`src/rtl/if_stage_pkg.sv`:
```
// Shared definitions for the instruction-fetch stage: bus types, reset level,
// branch flag levels and the fetch FSM encoding.
package if_stage_pkg;

  localparam logic RstEnable = 1'b0;
  localparam logic Branch    = 1'b1;
  localparam logic NotBranch = 1'b0;

  localparam int InstAddrW = 32;
  localparam int InstW     = 32;

  typedef logic [InstAddrW-1:0] inst_addr_t;
  typedef logic [InstW-1:0]     inst_t;

  localparam inst_addr_t ZeroWord = 32'h0000_0000;

  typedef enum logic [1:0] {
    IDLE  = 2'b00,
    FETCH = 2'b01,
    HOLD  = 2'b10,
    DRAIN = 2'b11
  } fetch_state_e;

  function automatic inst_addr_t align_word(input inst_addr_t a);
    return {a[InstAddrW-1:2], 2'b00};
  endfunction

endpackage

```
`src/rtl/if_stage_pc_gen.sv`:
```
// Fetch PC register with the delay-slot redirect latch and next-PC selection.
module if_stage_pc_gen
  import if_stage_pkg::*;
#(
  parameter inst_addr_t RESET_PC = 32'h8000_0000
) (
  input  logic       clk,
  input  logic       rst,
  input  logic       i_flush,
  input  inst_addr_t i_flush_pc,
  input  logic       i_advance,
  input  logic       i_branch_latch,
  input  logic       i_branch_direct,
  input  inst_addr_t i_branch_target,
  output inst_addr_t o_pc
);

  inst_addr_t r_pc;
  inst_addr_t r_target;
  logic       r_pending;
  inst_addr_t w_pc_inc;
  inst_addr_t w_next_pc;

  assign w_pc_inc = r_pc + 32'd4;

  // A branch resolved alongside the delay-slot ack (or during HOLD) wins
  // over any older pending redirect.
  always_comb begin
    w_next_pc = w_pc_inc;
    if (i_branch_direct) begin
      w_next_pc = align_word(i_branch_target);
    end else if (r_pending == Branch) begin
      w_next_pc = r_target;
    end
  end

  always_ff @(posedge clk) begin
    if (rst == RstEnable) begin
      r_pc      <= align_word(RESET_PC);
      r_target  <= ZeroWord;
      r_pending <= NotBranch;
    end else if (i_flush) begin
      r_pc      <= align_word(i_flush_pc);
      r_pending <= NotBranch;
    end else if (i_advance || i_branch_direct) begin
      r_pc      <= w_next_pc;
      r_pending <= NotBranch;
    end else if (i_branch_latch) begin
      r_target  <= align_word(i_branch_target);
      r_pending <= Branch;
    end
  end

  assign o_pc = r_pc;

endmodule

```
`src/rtl/if_stage.sv`:
```
// Instruction fetch stage: req/ack bus FSM, one-entry stall hold buffer and
// the IF/ID pipeline register feeding decode.
module if_stage
  import if_stage_pkg::*;
#(
  parameter inst_addr_t RESET_PC = 32'h8000_0000,
  parameter inst_t      NOP_INST = 32'h0000_0000
) (
  input  logic       clk,
  input  logic       rst,
  input  logic       stall_i,
  input  logic       flush_i,
  input  inst_addr_t flush_pc_i,
  input  logic       branch_flag_i,
  input  inst_addr_t branch_target_i,
  output logic       ibus_req_o,
  output inst_addr_t ibus_addr_o,
  input  logic       ibus_ack_i,
  input  inst_t      ibus_data_i,
  output inst_addr_t pc_o,
  output inst_t      inst_o,
  output logic       inst_valid_o
);

  fetch_state_e r_state;
  fetch_state_e w_state_next;
  logic         w_req;
  inst_addr_t   w_addr;
  inst_addr_t   w_pc;

  inst_addr_t   r_pc_o;
  inst_t        r_inst;
  logic         r_valid;
  inst_addr_t   r_hold_pc;
  inst_t        r_hold_inst;
  inst_addr_t   r_drain_addr;

  logic w_br_sample;
  logic w_advance;
  logic w_br_direct;
  logic w_br_latch;

  assign w_br_sample = (branch_flag_i == Branch) && !stall_i && !flush_i;
  assign w_advance   = (r_state == FETCH) && ibus_ack_i && !flush_i;
  assign w_br_direct = w_br_sample &&
                       (((r_state == FETCH) && ibus_ack_i) || (r_state == HOLD));
  assign w_br_latch  = w_br_sample && (r_state == FETCH) && !ibus_ack_i;

  if_stage_pc_gen #(
    .RESET_PC (RESET_PC)
  ) u_pc_gen (
    .clk             (clk),
    .rst             (rst),
    .i_flush         (flush_i),
    .i_flush_pc      (flush_pc_i),
    .i_advance       (w_advance),
    .i_branch_latch  (w_br_latch),
    .i_branch_direct (w_br_direct),
    .i_branch_target (branch_target_i),
    .o_pc            (w_pc)
  );

  always_ff @(posedge clk) begin
    if (rst == RstEnable) begin
      r_state <= IDLE;
    end else begin
      r_state <= w_state_next;
    end
  end

  always_comb begin
    w_state_next = r_state;
    w_req        = 1'b0;
    w_addr       = ZeroWord;
    case (r_state)
      IDLE: begin
        w_state_next = FETCH;
      end
      FETCH: begin
        w_req  = 1'b1;
        w_addr = w_pc;
        if (ibus_ack_i && stall_i) begin
          w_state_next = HOLD;
        end
      end
      HOLD: begin
        if (!stall_i) begin
          w_state_next = FETCH;
        end
      end
      DRAIN: begin
        w_req  = 1'b1;
        w_addr = r_drain_addr;
        if (ibus_ack_i) begin
          w_state_next = FETCH;
        end
      end
      default: begin
        w_state_next = IDLE;
      end
    endcase
    // An unacknowledged request must still be completed on the bus.
    if (flush_i) begin
      w_state_next = (w_req && !ibus_ack_i) ? DRAIN : FETCH;
    end
  end

  assign ibus_req_o  = w_req;
  assign ibus_addr_o = w_addr;

  always_ff @(posedge clk) begin
    if (rst == RstEnable) begin
      r_pc_o       <= ZeroWord;
      r_inst       <= NOP_INST;
      r_valid      <= 1'b0;
      r_hold_pc    <= ZeroWord;
      r_hold_inst  <= NOP_INST;
      r_drain_addr <= ZeroWord;
    end else if (flush_i) begin
      r_inst      <= NOP_INST;
      r_valid     <= 1'b0;
      r_hold_pc   <= ZeroWord;
      r_hold_inst <= NOP_INST;
      if (r_state == FETCH) begin
        r_drain_addr <= w_pc;
      end
    end else begin
      case (r_state)
        FETCH: begin
          if (ibus_ack_i) begin
            if (!stall_i) begin
              r_pc_o  <= w_pc;
              r_inst  <= ibus_data_i;
              r_valid <= 1'b1;
            end else begin
              r_hold_pc   <= w_pc;
              r_hold_inst <= ibus_data_i;
            end
          end else if (!stall_i) begin
            r_inst  <= NOP_INST;
            r_valid <= 1'b0;
          end
        end
        HOLD: begin
          if (!stall_i) begin
            r_pc_o  <= r_hold_pc;
            r_inst  <= r_hold_inst;
            r_valid <= 1'b1;
          end
        end
        default: begin
        end
      endcase
    end
  end

  assign pc_o         = r_pc_o;
  assign inst_o       = r_inst;
  assign inst_valid_o = r_valid;

endmodule
```
`config.mk`:
```
export PLATFORM = sky130hd
export DESIGN_NAME = if_stage
export DESIGN_NICKNAME = d
export VERILOG_FILES = /design/src/rtl/if_stage_pkg.sv /design/src/rtl/if_stage_pc_gen.sv /design/src/rtl/if_stage.sv
export SDC_FILE = /design/constraint.sdc
export NUM_CORES = 1
export LEC_CHECK = 0
export ABC_AREA = 1
export BUFFER_PORTS_ARGS = -buffer_cell sky130_fd_sc_hd__buf_2
export CAP_MARGIN = 20
export CORE_ASPECT_RATIO = 2
export CORE_MARGIN = 2
export CORE_UTILIZATION = 40
export DETAILED_ROUTE_END_ITERATION = 6
export GPL_TIMING_DRIVEN = 0
export SYNTH_ARGS = -nofsm -noshare
export SYNTH_HDL_FRONTEND = slang
export SYNTH_SLANG_ARGS = --single-unit
export TNS_END_PERCENT = 5
```
`constraint.sdc`:
```
create_clock -name clk -period 3.5 [get_ports clk]
set_clock_uncertainty 0.15 [all_clocks]
set_input_delay 0.525 -clock clk [delete_from_list [all_inputs] [get_ports clk]]
set_output_delay 0.525 -clock clk [all_outputs]
set_load 0.01 [all_outputs]
```
==> results.py, run 1 <==
metrics = {
    "run_status": {
        "status": "completed",
    },
    "layout": {
        "fillers": 2771,
        "final_util_pct": 48.5,
        "drive_gt1_share_pct": 16.1,
        "fin_nets": 1893,
        "n_antenna_cell": 0,
        "area_growth_pct": 19.7,
        "fin_area_um2": 12700,
    },
    "sta": {
        "whs_ns": 0.0940,
        "post-route-period-util_pct": 89.8,
        "finalSetupViolCount": 0,
        "rsz0062_at_grt": "false",
        "max-slew-margin-rel_pct": 45.1,
        "maxSlewViolCount": 0,
        "hold_viol_final": 0,
        "worst_slew_pin_slew_ns": 0.823,
        "setup_tns_ns": 0,
        "max_freq_ghz": 0.318,
        "fin_crit_ns": 3.14,
    },
    "critical_path": {
        "r2r-end": "u_pc_gen.o_pc[28]$_SDFFE_PN0P_",
        "r2r_start": "u_pc_gen.o_pc[2]$_SDFFE_PN0P_",
        "arrival_ns": 2.47,
        "reg2reg_depth": 11,
        "timing_worst_setup_path_type": "reg2out",
        "ff2ff_setup_slack_ns": 0.81,
        "cp-end-kind": "output port",
        "cp-start-kind": "register",
        "cp.required_ns": 2.82,
        "crit_fanout": 10,
    },
    "synth": {
        "ys_top_cells_by_area": "dfxtp_1, nand2_1, a21oi_1",
        "postSynthCellCount": 1569,
        "yosysUniqueCellTypes": 35,
        "synth_top_area_share_pct": 42.5,
        "avgSynthCellArea_um2": 6.78,
        "ys_ff_latch": 226,
        "synth_fp_nets": 1675,
        "yosysSeqAreaShare_pct": 42.5,
        "yosysTopAreaCell": "dfxtp_1",
        "syn-cell-area_um2": 10600,
        "yosysWarnings": 0,
    },
    "die": {
        "die-area_um2": 28000,
        "die_h_um": 235,
        "dieWidth_um": 119,
        "start_util_pct": 40.5,
        "rows": 84,
        "coreArea_um2": 26300,
        "io_pins": 200,
    },
    "global_route": {
        "grt_overflow_total": 0,
        "grt_max_degree": 15,
        "busiest_layer": "met2",
        "gr-usage-met2_pct": 53.6,
        "grt.total_usage_pct": 27.1,
        "grt_first_pass_wirelength_um": 59000,
        "grt_antenna_before_repair": 2,
        "grtUsageMet3_pct": 3.69,
        "grt_pass1_vias": 10800,
        "grtUsageMet1_pct": 25.4,
    },
    "cts": {
        "cts_tree": "built",
        "clk_latency_ns": 0.53,
        "cts_buffers": 22,
        "root_buffer": "clkbuf_16",
        "clockBufferDepth": 3,
        "postCtsSetupBuffers": 0,
        "cts_hold_buf": 0,
        "cts.clk_slew.worst_paths_ns": 0.06,
        "htreeDepth": 1,
        "cts.sinks": 226,
        "cts-resized-gates": 0,
    },
    "hold_path": {
        "min-delay-start": "branch_target_i[23]",
        "hold_class": "in2reg",
        "hold_end": "u_pc_gen.r_target[23]$_SDFFE_PN0P_",
        "min_path_cells": 3,
    },
    "power_and_ir_drop": {
        "swShare_pct": 30.1,
        "combPwrFrac_pct": 17.3,
        "power_density_nw_per_um2": 497,
        "p_int_mw": 4.42,
        "power.total_mw": 6.33,
        "clkPwrFrac_pct": 37.8,
        "leakage_nw": 5.19,
        "p_sw_mw": 1.91,
        "ir_drop_uv": 317,
        "pwr-share-seq_pct": 45.0,
    },
    "route": {
        "drt_iter0_drc": 773,
        "drc": 0,
        "vias_per_cell": 5.23,
        "first_pass_iters": 6,
        "vias": 11200,
        "drt_wl_total_um": 39100,
        "postRouteAntennaNets": 0,
        "wl_per_cell_um": 18.2,
    },
    "place": {
        "routabilityCongestion": 0.977,
        "portBuffers": 194,
        "dp_hpwl_um": 30600,
        "placed_area_um2": 12000,
    },
    "flow_run": {
        "drv_cap": 0,
    },
}
## per-layer routing
metal	wire, um	part of all wire (%)
met3	2100	5.4
met2	21300	54
met5	23	0.059
met1	13200	34
met4	2500	6.4
## layout make-up
class                           instances  area [um^2]  share of cell area, %
Buffer                                112          519                   4.08
Clock buffer                           35          651                   5.11
Clock inverter                          3         43.8                  0.344
Inverter                              129          489                   3.84
Multi-Input combinational cell       1102         5100                   40.1
Sequential cell                       226         4520                   35.5
Tap cell                              344          430                   3.38
Timing Repair Buffer                  194          971                   7.63
## layout by cell type (no fill, tap or decap), types with 7 or more instances in the layout
cell type	Yosys	final
a211oi_1	33	33
nor2_2	7	7
nand3_1	79	79
o21ai_0	146	146
inv_2	9	9
inv_1	117	117
a21oi_1	176	176
buf_2	16	210
nor2_1	97	97
clkbuf_1	78	87
nand2_1	475	475
clkbuf_16	0	23
dfxtp_1	226	226
buf_4	13	13
a31oi_1	53	53
## registers in the layout (all words and copies together) (netlist names)
register,count
r_hold_inst,32
r_hold_pc,32
u_pc_gen.r_target,30
inst_valid_o,1
u_pc_gen.r_pending,1
r_state,2
u_pc_gen.o_pc,32
r_drain_addr,32
inst_o,32
pc_o,32
## Yosys cell counts, drive strengths merged
library cell,count
nand2,482
dfxtp,226
a21oi,179
o21ai,148
inv,128
nor2,105
nand3,79
clkbuf,78
a31oi,53
buf,34
a211oi,33
ha,4
nor3,4
o211ai,4
xor2,4
nand4,2
nor4,2
a41oi,1
and2,1
clkinv,1
or2,1
## critical path: stages (launching register included)
cell      delay [ns]
dfxtp_1         0.35
inv_1           0.07
ha_1            0.24
inv_2           0.20
clkbuf_1        0.50
o21ai_0         0.34
buf_2           0.23
## power by group through the flow
stage	sequential, mW	combinational, mW	clock (mW)
4_1_cts	2.84	1.09	2.42
3_3_place_gp	2.90	1.08	0
5_1_grt	2.86	1.20	2.51
3_5_place_dp	2.90	1.09	0
6_report	2.85	1.09	2.39
2_1_floorplan	2.90	0.618	0
## worst max-delay path by stage
stage                                  from              end  depth (start not counted)
floorplan           r_state[0]$_SDFFE_PN0P_   ibus_addr_o[0]                          5
global placement    r_state[0]$_SDFFE_PN0P_  ibus_addr_o[15]                          6
detailed placement  r_state[0]$_SDFFE_PN0P_  ibus_addr_o[31]                          6
CTS                 r_state[0]$_SDFFE_PN0P_  ibus_addr_o[31]                          6
global route        r_state[1]$_SDFFE_PN0P_  ibus_addr_o[15]                          6
finish              r_state[1]$_SDFFE_PN0P_   ibus_addr_o[0]                          6
## cells by family (layout without fill, tap and decap cells)
family          Yosys count  after routing  synth area share, %
flops                   226            226                 42.5
simple gates            676            676                 25.8
compound gates          418            418                 21.4
buf+inv                 241            473                 9.48
xor+xnor                  4              4                0.329
fa+ha+maj                 4              4                0.471
## per-stage QoR
stage / instances / setup WS (ns)
floorplan: 1569 / 1.65
global placement: 2107 / 0.933
detailed placement: 2107 / 0.925
CTS: 2145 / 0.359
global route: 2145 / 0.278
finish: 2145 / 0.355
Power figures use the tool's default switching activity.
==> run 2: changes to the inputs <==
Settings changed: RECOVER_POWER set to 50.
==> run 2 against run 1 <==
Compared with the run above: sequential cell count is the same; sequential share of layout area grew 0.37 points; register-to-register slack lost 0.44 ns; setup slack lost 0.096 ns; combinational power is essentially flat; via count shrank 0.12%; total power shrank 0.49%; sequential power is essentially flat; critical path type unchanged; largest cell class unchanged.
==> results.py, run 2 (same netlist as run 1, synthesis figures left out) <==
metrics = {
    "route": {
        "drc": 0,
        "drt_iter0_drc": 809,
        "drt_wl_total_um": 39100,
        "first_pass_iters": 6,
        "vias_per_cell": 5.22,
        "postRouteAntennaNets": 0,
        "wl_per_cell_um": 18.2,
        "vias": 11200,
    },
    "power_and_ir_drop": {
        "ir_drop_uv": 319,
        "leakage_nw": 4.89,
        "power.total_mw": 6.30,
        "power_density_nw_per_um2": 500,
    },
    "sta": {
        "worst_slew_pin_slew_ns": 0.823,
        "finalSetupViolCount": 0,
        "maxSlewViolCount": 0,
        "max-slew-margin-rel_pct": 45.1,
        "whs_ns": 0.0994,
        "fin_crit_ns": 3.24,
        "hold_viol_final": 0,
        "max_freq_ghz": 0.309,
        "post-route-period-util_pct": 92.6,
        "setup_slack_ns": 0.259,
        "setup_tns_ns": 0,
        "rsz0062_at_grt": "false",
    },
    "critical_path": {
        "crit_fanout": 10,
        "critPathSlowestCell": "clkbuf_1",
        "arrival_ns": 2.57,
        "cp_common_cell": "inv_1",
        "slowest_delay_ns": 0.51,
        "cp.required_ns": 2.82,
        "timing_worst_setup_path_type": "reg2out",
        "cp-end-kind": "output port",
        "path_cells": "inv_1 > ha_1 > inv_1 > clkbuf_1 > o21ai_0 > buf_2",
        "cp-start-kind": "register",
    },
    "run_status": {
        "status": "completed",
    },
    "cts": {
        "cts_buffers": 22,
        "cts.clk_slew.worst_paths_ns": 0.06,
        "clockBufferDepth": 3,
        "postCtsSetupBuffers": 0,
        "htreeDepth": 1,
        "cts-resized-gates": 0,
        "clk_latency_ns": 0.52,
        "cts_tree": "built",
        "root_buffer": "clkbuf_16",
        "cts.sinks": 226,
        "cts_hold_buf": 0,
    },
    "layout": {
        "drive_gt1_share_pct": 11.5,
        "final_util_pct": 48.0,
        "layout_common_cells": "nand2_1, dfxtp_1, a21oi_1",
        "area_growth_pct": 18.5,
        "fin_nets": 1893,
        "fillers": 2825,
        "layout_commonest_cell": "nand2_1",
        "fin_area_um2": 12600,
        "n_antenna_cell": 0,
        "post_layout_nonfiller_instances": 2145,
    },
    "global_route": {
        "grt.total_usage_pct": 27.1,
        "grt_antenna_before_repair": 2,
        "grt_pass1_vias": 10800,
        "grt_first_pass_wirelength_um": 59000,
        "grt_max_degree": 15,
        "grt_overflow_total": 0,
    },
    "die": {
        "die-area_um2": 28000,
        "dieWidth_um": 119,
        "io_pins": 200,
        "die_h_um": 235,
        "coreArea_um2": 26300,
        "start_util_pct": 40.5,
        "rows": 84,
    },
    "place": {
        "dp.cells": 2107,
        "routabilityCongestion": 0.977,
        "placed_area_um2": 12000,
        "dp_hpwl_um": 30600,
        "portBuffers": 194,
        "place_ws_ns": 0.925,
    },
    "flow_run": {
        "drv_cap": 0,
    },
    "hold_path": {
        "hold_class": "in2reg",
    },
}
## run 2: path summary, 6_finish.rpt
check,startpoint,depth (start not counted),endpoint,slack (ns)
setup / recovery,r_state[1]$_SDFFE_PN0P_,6,ibus_addr_o[0],0.26
hold / removal,branch_target_i[23],3,u_pc_gen.r_target[23]$_SDFFE_PN0P_,0.1
setup reg to reg,r_state[1]$_SDFFE_PN0P_,12,u_pc_gen.r_target[25]$_SDFFE_PN0P_,0.37
hold reg to reg,r_hold_inst[6]$_SDFFE_PP0P_,2,r_hold_inst[6]$_SDFFE_PP0P_,0.30
## run 2: critical path, delay by kind of cell, from the launching register on
kind | cells | cell delay [ns]
AO/OA/AOI/OAI | 1 | 0.34
buffers and inverters | 4 | 1.12
flip-flops | 1 | 0.35
adder cells (fa/ha/maj) | 1 | 0.23
## run 2: where the power goes
group | internal [mW] | total (mW) | leakage, nW | switching, mW
clock | 1.35 | 2.39 | 0.338 | 1.04
sequential | 2.73 | 2.85 | 1.84 | 0.118
combinational | 0.322 | 1.06 | 2.71 | 0.742
## run 2: area by class of cell
type | instances | area, um^2 | share of cell area, %
buffer | 112 | 492 | 3.90
clock buffer | 35 | 651 | 5.16
clock inverter | 3 | 43.8 | 0.348
inverter | 129 | 488 | 3.87
multi-input combinational | 1102 | 5080 | 40.3
sequential | 226 | 4520 | 35.9
tap | 344 | 430 | 3.42
timing repair buffer | 194 | 890 | 7.06
## run 2: routing by layer
layer	global-route usage, %	up-vias	routed length, um
li1	-	5571	-
met1	25.4	5136	13200
met2	53.6	374	21500
met3	3.69	118	1950
met4	16.4	4	2380
met5	0	-	23
==> run 3: changes to the inputs <==
Settings changed: SYNTH_HIERARCHICAL set to 1.
==> run 3 against run 2 <==
Compared with the run above: combinational power rose by 8%; worst hold slack improved by 0.012 ns; synthesized area rose by 6.7%; global-route usage increased by 0.95 points; cell count is 7.8% higher; count of clock-buffer cells in the layout is 2 lower; critical path depth is 2 higher; fmax shrank 4.4%.
==> results.py, run 3 <==
metrics = {
    "sta": {
        "hold_viol_final": 0,
        "worst_slew_pin_slew_ns": 0.851,
        "rsz0062_at_grt": "false",
        "finalSetupViolCount": 0,
        "setup_tns_ns": 0,
        "max-slew-margin-rel_pct": 43.1,
        "max_freq_ghz": 0.295,
        "post-route-period-util_pct": 96.9,
        "maxSlewViolCount": 0,
        "fin_crit_ns": 3.39,
    },
    "place": {
        "placed_area_um2": 12800,
        "dp_hpwl_um": 33900,
        "portBuffers": 194,
        "routabilityCongestion": 0.978,
        "dp.cells": 2274,
    },
    "layout": {
        "area_growth_pct": 18.2,
        "layout_commonest_cell": "nand2_1",
        "post_layout_nonfiller_instances": 2313,
        "fin_area_um2": 13400,
        "layout_common_cells": "nand2_1, nor2_1, dfxtp_1",
        "fillers": 3085,
        "fin_nets": 2049,
        "final_util_pct": 47.8,
        "drive_gt1_share_pct": 12.9,
    },
    "critical_path": {
        "cp-start-kind": "register",
        "critical_path_buf_inv_count": 4,
        "critPathSlowestCell": "nor3_2",
        "cpLargestDelayFamily": "buffers and inverters",
        "cp-end-kind": "register",
        "r2r-end": "u_pc_gen/r_target[28]$_SDFFE_PN0P_",
        "path_cells": "ha_1 > inv_2 > buf_1 > nor3_2 > clkbuf_1 > clkbuf_1 > nand3_1 > a21oi_1",
        "arrival_ns": 3.68,
        "slowest_delay_ns": 0.63,
        "crit_fanout": 10,
        "cp.required_ns": 3.79,
        "cp_common_cell": "clkbuf_1",
        "ff2ff_setup_slack_ns": 0.11,
        "r2r_start": "r_state[0]$_SDFFE_PN0P_",
        "reg2reg_depth": 8,
        "timing_worst_setup_path_type": "reg2reg",
    },
    "hold_path": {
        "min_path_cells": 3,
        "min-delay-start": "flush_pc_i[6]",
        "hold_class": "in2reg",
        "hold_end": "u_pc_gen/o_pc[6]$_SDFFE_PN0P_",
    },
    "cts": {
        "cts_buffers": 22,
        "clk_latency_ns": 0.53,
        "cts_tree": "built",
        "cts.sinks": 226,
        "root_buffer": "clkbuf_16",
        "cts.clk_slew.worst_paths_ns": 0.07,
        "clockBufferDepth": 3,
        "postCtsSetupBuffers": 0,
        "htreeDepth": 1,
    },
    "global_route": {
        "busiest_layer": "met2",
        "gr-usage-met2_pct": 53.7,
        "grt_antenna_before_repair": 2,
        "grt_pass1_vias": 12000,
        "grt_first_pass_wirelength_um": 64100,
        "grtUsageMet3_pct": 2.85,
        "grt_overflow_total": 0,
        "grt.total_usage_pct": 28.0,
        "grtUsageMet1_pct": 25.5,
        "grt_max_degree": 15,
    },
    "synth": {
        "avgSynthCellArea_um2": 6.58,
        "ys_ff_latch": 226,
        "synth_fp_nets": 1831,
        "syn-cell-area_um2": 11300,
        "yosysWarnings": 6,
        "yosysSeqAreaShare_pct": 39.9,
        "yosysUniqueCellTypes": 33,
        "synth_edf_count": 0,
        "yosysTopAreaCell": "dfxtp_1",
        "ys_top_cells_by_area": "dfxtp_1, nand2_1, nor2_1",
        "postSynthCellCount": 1724,
        "yosys-top-cells-count": "nand2_1, nor2_1, dfxtp_1",
        "synth_ff_type": "dfxtp_1",
        "synth_top_area_share_pct": 39.9,
        "synth_most_common_cell": "nand2_1",
        "synthArstFlopShare_pct": 0,
    },
    "die": {
        "rows": 87,
        "coreArea_um2": 28100,
        "dieWidth_um": 123,
        "die-area_um2": 29800,
        "die_h_um": 242,
        "start_util_pct": 40.4,
        "io_pins": 200,
    },
    "route": {
        "first_pass_iters": 5,
        "drc": 0,
        "vias_per_cell": 5.21,
        "postRouteAntennaNets": 0,
        "drt_iter0_drc": 653,
        "drt_wl_total_um": 42800,
        "vias": 12100,
        "wl_per_cell_um": 18.5,
    },
    "power_and_ir_drop": {
        "ir_drop_uv": 297,
        "p_int_mw": 4.46,
        "swShare_pct": 30.6,
        "clkPwrFrac_pct": 38.1,
        "p_sw_mw": 1.96,
        "leakage_nw": 5.60,
        "power_density_nw_per_um2": 479,
        "pwr-share-seq_pct": 44.0,
        "combPwrFrac_pct": 18.0,
        "power.total_mw": 6.42,
    },
    "run_status": {
        "status": "completed",
    },
    "flow_run": {
        "drv_cap": 0,
    },
}
==> run 3: cell types whose count changed in the layout (fill, tap and decap cells not counted), sizes merged, moves of 6 or more <==
cell	previous run	this run
nor2	105	290
nand3	79	163
nand2	482	404
a31oi	53	5
buf	153	189
o21ai	148	113
o31ai	0	32
clkbuf	188	164
inv	127	121
==> run 3: worst max path at each step <==
stage / depth (start not counted) / slack (ns) / to / start
6_report: 8 / 0.11 / u_pc_gen/r_target[28]$_SDFFE_PN0P_ / r_state[0]$_SDFFE_PN0P_
2_1_floorplan: 15 / 1.28 / u_pc_gen/o_pc[10]$_SDFFE_PN0P_ / r_state[0]$_SDFFE_PN0P_
3_3_place_gp: 8 / 0.01 / u_pc_gen/r_target[29]$_SDFFE_PN0P_ / r_state[0]$_SDFFE_PN0P_
5_1_grt: 8 / 0.07 / u_pc_gen/r_target[28]$_SDFFE_PN0P_ / r_state[0]$_SDFFE_PN0P_
3_5_place_dp: 8 / -0.006 / u_pc_gen/r_target[29]$_SDFFE_PN0P_ / r_state[0]$_SDFFE_PN0P_
4_1_cts: 6 / 0.09 / ibus_addr_o[21] / r_state[0]$_SDFFE_PN0P_
==> run 3: kinds of logic after synthesis <==
logic type | synth area share [%]
DFF | 39.9
AOI/OAI and AO/OA | 18.4
adders and majority gates | 0.551
and+or+nand+nor | 31.4
buffers and inverters | 9.37
xor gates and xnor gates | 0.463
==> run 3: tightest hold or removal path: stages <==
cell	delay, ns
buf_2	0.09
nand2_1	0.06
a31oi_1	0.07
==> run 3: layer usage <==
layer | vias to the layer above | routed length, um
met3 | 168 | 1850
met4 | 0 | 3950
met5 | - | 0
li1 | 6053 | -
met2 | 443 | 22500
met1 | 5386 | 14400
==> run 3: metrics by stage <==
| step | worst slack, ns | hold slack [ns] |
|---|---|---|
| 2_1_floorplan | 1.28 | 0.280 |
| 3_3_place_gp | 0.00999 | 0.288 |
| 3_5_place_dp | -0.00573 | 0.299 |
| 4_1_cts | 0.0879 | 0.0970 |
| 5_1_grt | 0.0670 | 0.115 |
| 6_report | 0.110 | 0.111 |
==> run 3: timing repair <==
action	in CTS	in global routing
gates resized for setup	3	1
setup endpoints to repair	14	4
hold buffers	0	0
hold endpoints to repair	0	0
==> run 3: power groups by stage <==
stage	clock [mW]	sequential, mW	combinational, mW
final	2.45	2.82	1.15
after global routing	2.59	2.84	1.27
after floorplan	0	2.88	0.677
after detailed placement	0	2.88	1.16
after global placement	0	2.87	1.16
after CTS	2.50	2.82	1.17
==> run 3: cell type report <==
type	count	area [um^2]	share of cell area, %
multi-input cells	1251	5760	43.0
flip-flops and latches	226	4520	33.7
repair buffers	194	890	6.63
clock buffers	33	672	5.01
plain buffers	126	598	4.46
inverters	121	454	3.39
well taps	356	445	3.32
clock inverters	4	60.1	0.448
diodes	2	5.00	0.0373
